===== src/rtl/stf_gen_pkg.sv =====
// stf_gen_pkg
//   Shared definitions for the short-training-field streamer:
//   FSM state encoding, STF period length and the per-phase I/Q sign pattern.
package stf_gen_pkg;

  typedef enum logic [1:0] {
    IDLE = 2'd0,
    RUN  = 2'd1,
    FIN  = 2'd2
  } state_t;

  // Samples per STF period.
  localparam int PERIOD = 16;

  // Sign pattern indexed by phase p = k mod 4; a set bit means +A, clear means -A.
  //   I: + for p in {0,1}
  //   Q: + for p in {0,3}
  localparam logic [3:0] I_POS = 4'b0011;
  localparam logic [3:0] Q_POS = 4'b1001;

endpackage


===== src/rtl/stf_sample_lut.sv =====
// stf_sample_lut
//   Combinational map from (phase, halve) to one packed {I,Q} STF sample.
//   Ports:
//     phase  in  2            k mod 4 of the sample being produced
//     halve  in  1            use AMP>>1 instead of AMP (edge windowing)
//     iq     out 2*IQ_WIDTH   {I,Q}, two's complement, I in the upper half
module stf_sample_lut
  import stf_gen_pkg::*;
#(
  parameter int IQ_WIDTH = 16,
  parameter int AMP      = 16'h02F2
) (
  input  logic [1:0]            phase,
  input  logic                  halve,
  output logic [2*IQ_WIDTH-1:0] iq
);

  localparam logic [IQ_WIDTH-1:0] AMP_FULL = IQ_WIDTH'(AMP);
  localparam logic [IQ_WIDTH-1:0] AMP_HALF = AMP_FULL >> 1;

  logic [IQ_WIDTH-1:0] amp_sel;
  logic [IQ_WIDTH-1:0] amp_neg;

  // Halve first, then negate: -(AMP>>1), not (-AMP)>>>1.
  assign amp_sel = halve ? AMP_HALF : AMP_FULL;
  assign amp_neg = -amp_sel;

  assign iq = {(I_POS[phase] ? amp_sel : amp_neg),
               (Q_POS[phase] ? amp_sel : amp_neg)};

endmodule


===== src/rtl/stf_gen.sv =====
// stf_gen
//   Streams num_rep repetitions of the 16-sample STF over a valid/ready port.
//   Ports:
//     clock    in   1            clock
//     reset    in   1            asynchronous active-high reset
//     start    in   1            begin a burst (honoured only in IDLE)
//     num_rep  in   4            number of periods, captured with start
//     abort    in   1            cancel the burst in progress, no done pulse
//     m_valid  out  1            sample valid
//     m_ready  in   1            downstream accept
//     m_data   out  2*IQ_WIDTH   {I,Q} sample
//     m_last   out  1            final sample of the burst
//     busy     out  1            high in RUN and FIN
//     done     out  1            one-cycle completion pulse (FIN)
module stf_gen
  import stf_gen_pkg::*;
#(
  parameter int IQ_WIDTH = 16,
  parameter int AMP      = 16'h02F2,
  parameter int WINDOW   = 1
) (
  input  logic                  clock,
  input  logic                  reset,
  input  logic                  start,
  input  logic [3:0]            num_rep,
  input  logic                  abort,
  output logic                  m_valid,
  input  logic                  m_ready,
  output logic [2*IQ_WIDTH-1:0] m_data,
  output logic                  m_last,
  output logic                  busy,
  output logic                  done
);

  state_t     state_reg, state_next;
  logic [7:0] k_reg, k_next;
  logic [7:0] total_reg, total_next;
  logic       halve;
  logic       last_next;
  logic [2*IQ_WIDTH-1:0] iq;

  always_comb begin
    state_next = state_reg;
    k_next     = k_reg;
    total_next = total_reg;
    case (state_reg)
      IDLE: begin
        if (start) begin
          total_next = 8'(PERIOD) * {4'b0000, num_rep};
          k_next     = '0;
          state_next = (num_rep != 4'd0) ? RUN : FIN;
        end
      end
      RUN: begin
        if (m_valid && m_ready) begin
          if (k_reg == total_reg - 8'd1) state_next = FIN;
          else                           k_next     = k_reg + 8'd1;
        end
      end
      FIN:     state_next = IDLE;
      default: state_next = IDLE;
    endcase
    // Abort wins over everything, including a simultaneous final handshake.
    if (abort) begin
      state_next = IDLE;
      k_next     = '0;
    end
  end

  // The output registers are loaded from the *next* index, so the sample for
  // k+1 is on the bus the cycle after the handshake on k.
  assign halve     = (WINDOW != 0) && ((k_next == 8'd0) || (k_next == total_next - 8'd1));
  assign last_next = (state_next == RUN) && (k_next == total_next - 8'd1);

  stf_sample_lut #(
    .IQ_WIDTH (IQ_WIDTH),
    .AMP      (AMP)
  ) u_lut (
    .phase (k_next[1:0]),
    .halve (halve),
    .iq    (iq)
  );

  always_ff @(posedge clock or posedge reset) begin
    if (reset) begin
      state_reg <= IDLE;
      k_reg     <= '0;
      total_reg <= '0;
      m_valid   <= 1'b0;
      m_data    <= '0;
      m_last    <= 1'b0;
      busy      <= 1'b0;
      done      <= 1'b0;
    end else begin
      state_reg <= state_next;
      k_reg     <= k_next;
      total_reg <= total_next;
      m_valid   <= (state_next == RUN);
      m_data    <= (state_next == RUN) ? iq : '0;
      m_last    <= last_next;
      busy      <= (state_next != IDLE);
      done      <= (state_next == FIN);
    end
  end

endmodule


===== config.mk =====
export PLATFORM = sky130hd
export DESIGN_NAME = stf_gen
export DESIGN_NICKNAME = d
export VERILOG_FILES = /design/src/rtl/stf_gen_pkg.sv /design/src/rtl/stf_sample_lut.sv /design/src/rtl/stf_gen.sv
export SDC_FILE = /design/constraint.sdc
export NUM_CORES = 1
export LEC_CHECK = 0
export CAP_MARGIN = 10
export CORE_ASPECT_RATIO = 2
export CORE_MARGIN = 2
export CORE_UTILIZATION = 51
export DETAILED_ROUTE_END_ITERATION = 10
export GPL_TIMING_DRIVEN = 0
export PLACE_DENSITY = 0.76
export SLEW_MARGIN = 20
export SYNTH_ARGS = -nofsm -noshare
export SYNTH_HDL_FRONTEND = slang
export SYNTH_SLANG_ARGS = --single-unit

===== constraint.sdc =====
create_clock -name clock -period 4.8 [get_ports clock]
set_clock_uncertainty 0.15 [all_clocks]
set_input_delay 0.48 -clock clock [delete_from_list [all_inputs] [get_ports clock]]
set_output_delay 0.48 -clock clock [all_outputs]
set_load 0.01 [all_outputs]

==> results of run 1 <==
-- routing by layer --
| layer | part of all wire (%) | wire, µm | vias to the layer above |
|---|---|---|---|
| met1 | 36 | 2030 | 894 |
| met3 | 3.1 | 178 | 22 |
| li1 | - | - | 920 |
| met2 | 56 | 3190 | 47 |
| met4 | 4.9 | 278 | 0 |
| met5 | 0 | 0 | - |
-- cells in the mapped netlist (2+ instances only) --
master	instances	share of area (%)
nor3_1	9	2.1
a21oi_1	4	0.93
o21ai_1	2	0.46
nor2_1	27	4.7
xnor2_1	12	4.9
or4_1	2	0.70
nand2_1	25	4.4
nand2b_1	3	0.87
o21ai_0	9	2.1
mux2i_1	3	1.4
clkbuf_1	9	1.6
and3_1	3	0.87
nand3_1	3	0.70
buf_4	21	7.3
o211ai_1	3	1.0
dfrtp_1	33	38
o311a_1	2	0.93
inv_1	18	3.1
and2_1	3	0.87
xor2_1	8	3.3
nor3b_1	2	0.70
ha_1	6	3.5
a211oi_1	3	1.0
or4_4	2	1.0
nor4_1	4	1.2
-- worst max path at each step --
stage	depth (start not counted)	start	slack [ps]	endpoint
after floorplan	14	total_reg[0]$_DFF_PP0_	760	m_data[9]$_DFF_PP0_
after global placement	15	start	140	m_data[25]$_DFF_PP0_
after detailed placement	15	total_reg[4]$_DFF_PP0_	80	m_data[25]$_DFF_PP0_
after CTS	15	total_reg[4]$_DFF_PP0_	50	m_data[25]$_DFF_PP0_
after global routing	15	total_reg[3]$_DFF_PP0_	8	m_data[25]$_DFF_PP0_
final	15	total_reg[4]$_DFF_PP0_	250	m_data[25]$_DFF_PP0_
-- layout make-up --
cell class              count  area (µm²)
fillers                   351        1340
inverters                  19        71.3
repair buffers             44         440
multi-input cells         162        1070
well taps                  52        65.1
flip-flops and latches     33         826
clock buffers               7        76.3
plain buffers              30         191
clock inverters             1        7.51
-- placed cells by master (no fill, tap or decap), types with 9 or more instances in the layout --
cell type	netlist	routed
inv_1	18	17
nand2_1	25	25
o21ai_0	9	9
clkbuf_1	9	11
nor3_1	9	9
xnor2_1	12	12
dfrtp_1	33	33
nor2_1	27	27
clkdlybuf4s50_1	0	44
buf_4	21	21
-- through the flow --
stage	utilization [%]	area, µm²	setup slack, ps	instances	power, mW
2_1_floorplan	-	2150	759	244	0.391
3_3_place_gp	65.0	2660	136	340	0.444
3_5_place_dp	65.0	2660	78.3	340	0.447
4_1_cts	67.1	2740	49.9	348	0.654
5_1_grt	67.2	2750	7.99	348	0.676
6_report	67.2	2750	250	348	0.649
-- cells by family (layout without fill, tap and decap cells) --
logic type                 Yosys count  count (layout)  share of synthesized area (%)
and+or+nand+nor                     92              92                           21.6
buffers and inverters               49             101                           12.2
AOI/OAI and AO/OA                   38              38                           12.8
DFF                                 33              33                           38.3
xor gates and xnor gates            21              21                           9.18
adders and majority gates            7               7                           3.95
muxes                                4               4                           1.92
-- power breakdown --
| group | switching (mW) | internal, mW | leakage (nW) |
|---|---|---|---|
| clock network | 0.103 | 0.103 | 0.0385 |
| logic | 0.0757 | 0.0664 | 0.767 |
| registers | 0.0110 | 0.290 | 0.445 |
| total | 0.190 | 0.459 | 1.25 |
-- repair_timing --
| item | 4_1_cts | 5_1_grt |
|---|---|---|
| resized for setup | 0 | 1 |
| buffers inserted | 0 | 0 |
| endpoints found under the setup margin | 0 | 6 |
| hold buffers | 0 | 0 |
==> impl_results.md, run 1 <==
- Status: complete, no violations
- Row count: 33
- GR Util All Layers: a little over a quarter
- Pwr dens: between 200 and 250 nW/µm²
- Layout cells sized above 1: 13.2%
- Worst Tran Pin Value: between 600 and 700 ps
- Detailed Route WL: ~5.7 mm
- Reg2reg start: total_reg[4]$_DFF_PP0_
- Worst Hold Class: reg -> reg
- Netlist cell types: 53
- Clk Latency, worst-skew pair: 290 ps
- EDFF count, synth: 0
- Required @ worst endpoint: 4830 ps
- Endpoints failing setup: 0
- Syn Inst Count: between 200 and 250
- Top Usage Layer GRT: met2
- Met3 usage: 4.81%
- Starting Density: 52.7%
- RSZ-0062 raised after global routing: false
- Initial antenna violation count: 0
- Total CTS buffers: 5
- Overflow after GRT: 0
- Max Cap Viol: 0
- Clock-pin slew on the worst setup and hold paths: ~70 ps
- Max incr delay on CP: between 600 and 700 ps
- Async SR Flop Fraction: 100%
- Global routing usage on met1: 26.6%
- Pins Over Slew Limit: 0
- Input/output buffers: 44
- Wire per inst: approximately 16 µm
- Largest net degree at the start of global routing: 34
- Worst Reg-to-Reg Cells: 15
- CP delay by family, top: simple AND/OR/NAND/NOR gates
- Antenna cells: 0
- Met2 global-route usage: between 40% and 50%
- Critical path launch point type: flip-flop
- Routability cong.: roughly 0.92
- Root Buffer: clkbuf_8
- CTS max path bufs: 2
- Routed Antenna Nets: 0
- DR pass1 iterations: 4
- Syn Nets: around 260
- Worst reg2reg path endpoint: m_data[25]$_DFF_PP0_
- TritonCTS clock tree: built
- Synth-to-layout area growth: 27.6%
- Fmax: between 0.2 and 0.25 GHz
- Drt first-iter violations: 38
- Synth warnings: 0
- First-pass GRT wire length: 9.34 mm
- Synthesized area: 2150 µm²
- Final Cycle Share: ~95%
- Buf+Inv Stages, Crit Path: 2
- Via count: roughly 1900
- H-Tree Depth: 2
- Hold Path Sink: done$_DFF_PP0_
- Full die area: 4790 µm²
- Synth Flop Type: dfrtp_1
- VDD IR max: a little under 0.2 mV
- #FFs+latches synth: 33
- Critical-path top delay cell: or4_1
- Via-to-Cell Ratio: about 5.4
- CP Cell Sequence: clkbuf_1, or4_1, o21ai_1, nor3b_1, and3_1, a21oi_1, a211oi_2, nor2_1, inv_1, ha_1, or4b_1, or4_4, nand2_1, ha_1, and2_1
- Crit Path Max Fanout: 7
- Vias in the first global route: about 2000
- Leak: about 1.2 nW
- Fin Hold WS: slightly above 400 ps
- Reg2Reg Setup Slack: around 250 ps
- Die width: ~50 µm
- HP Start: state_reg[1]$_DFF_PP0_
- Slew margin rel.: ~54%
- Hold Vio Cnt, Final: 0
- Cell mode on critical path: ha_1
- Period minus WS final: 4550 ps
- Hold path cells: 1
- Number of I/O pins: 45
- Final-stage net count: 310
- Core ar.: roughly 4100 µm²
- Final HPWL DP: 4.48 mm
- Critical Path AT: ~4600 ps
- CP Capture Type: flip-flop
- Mapped Avg Cell Area: 8.83 µm²
- Sinks on Clock Net: 33
- WS Path Type: reg -> reg
- Max FFs per register: 11
- Setup_tns: 0 ps
- Post-synthesis sequential area ratio: 38.3%
- Die H: roughly 96 µm
- DRC viols: 0
Power figures use the tool's default switching activity.
==> run 2, diff against run 1 <==
--- a/config.mk
+++ b/config.mk
@@ -12,7 +12,6 @@
 export DETAILED_ROUTE_END_ITERATION = 10
 export GPL_TIMING_DRIVEN = 0
 export PLACE_DENSITY = 0.76
-export SLEW_MARGIN = 20
 export SYNTH_ARGS = -nofsm -noshare
 export SYNTH_HDL_FRONTEND = slang
 export SYNTH_SLANG_ARGS = --single-unit
==> constraint.sdc (replaced) <==
create_clock -name clock -period 4.8 [get_ports clock]
set_clock_uncertainty 0.15 [all_clocks]
set_input_delay 0.48 -clock clock [delete_from_list [all_inputs] [get_ports clock]]
set_output_delay 0.48 -clock clock [all_outputs]
set_load 0.1 [all_outputs]
==> results of run 2 <==
Same layout as run 1 (identical final DEF). Status: complete, no violations.
Among the figures that moved: wire length of the first global-routing pass 9340 µm -> 9350 µm; via count of the first global-routing pass 1979 -> 1978; met1 usage 26.6% -> 26.7%; total power 0.649 mW -> 0.729 mW; worst IR drop on VDD 0.195 mV -> 0.209 mV
==> run 3, diff against run 2 <==
--- a/config.mk
+++ b/config.mk
@@ -5,6 +5,7 @@
 export SDC_FILE = /design/constraint.sdc
 export NUM_CORES = 1
 export LEC_CHECK = 0
+export ABC_CLOCK_PERIOD_IN_PS = 4800
 export CAP_MARGIN = 10
 export CORE_ASPECT_RATIO = 2
 export CORE_MARGIN = 2
==> results of run 3 <==
Same layout as run 1 (identical final DEF). Status: complete, no violations.
Among the figures that moved: wire length of the first global-routing pass 9340 µm -> 9350 µm; via count of the first global-routing pass 1979 -> 1978; met1 usage 26.6% -> 26.7%; total power 0.649 mW -> 0.729 mW; worst IR drop on VDD 0.195 mV -> 0.209 mV
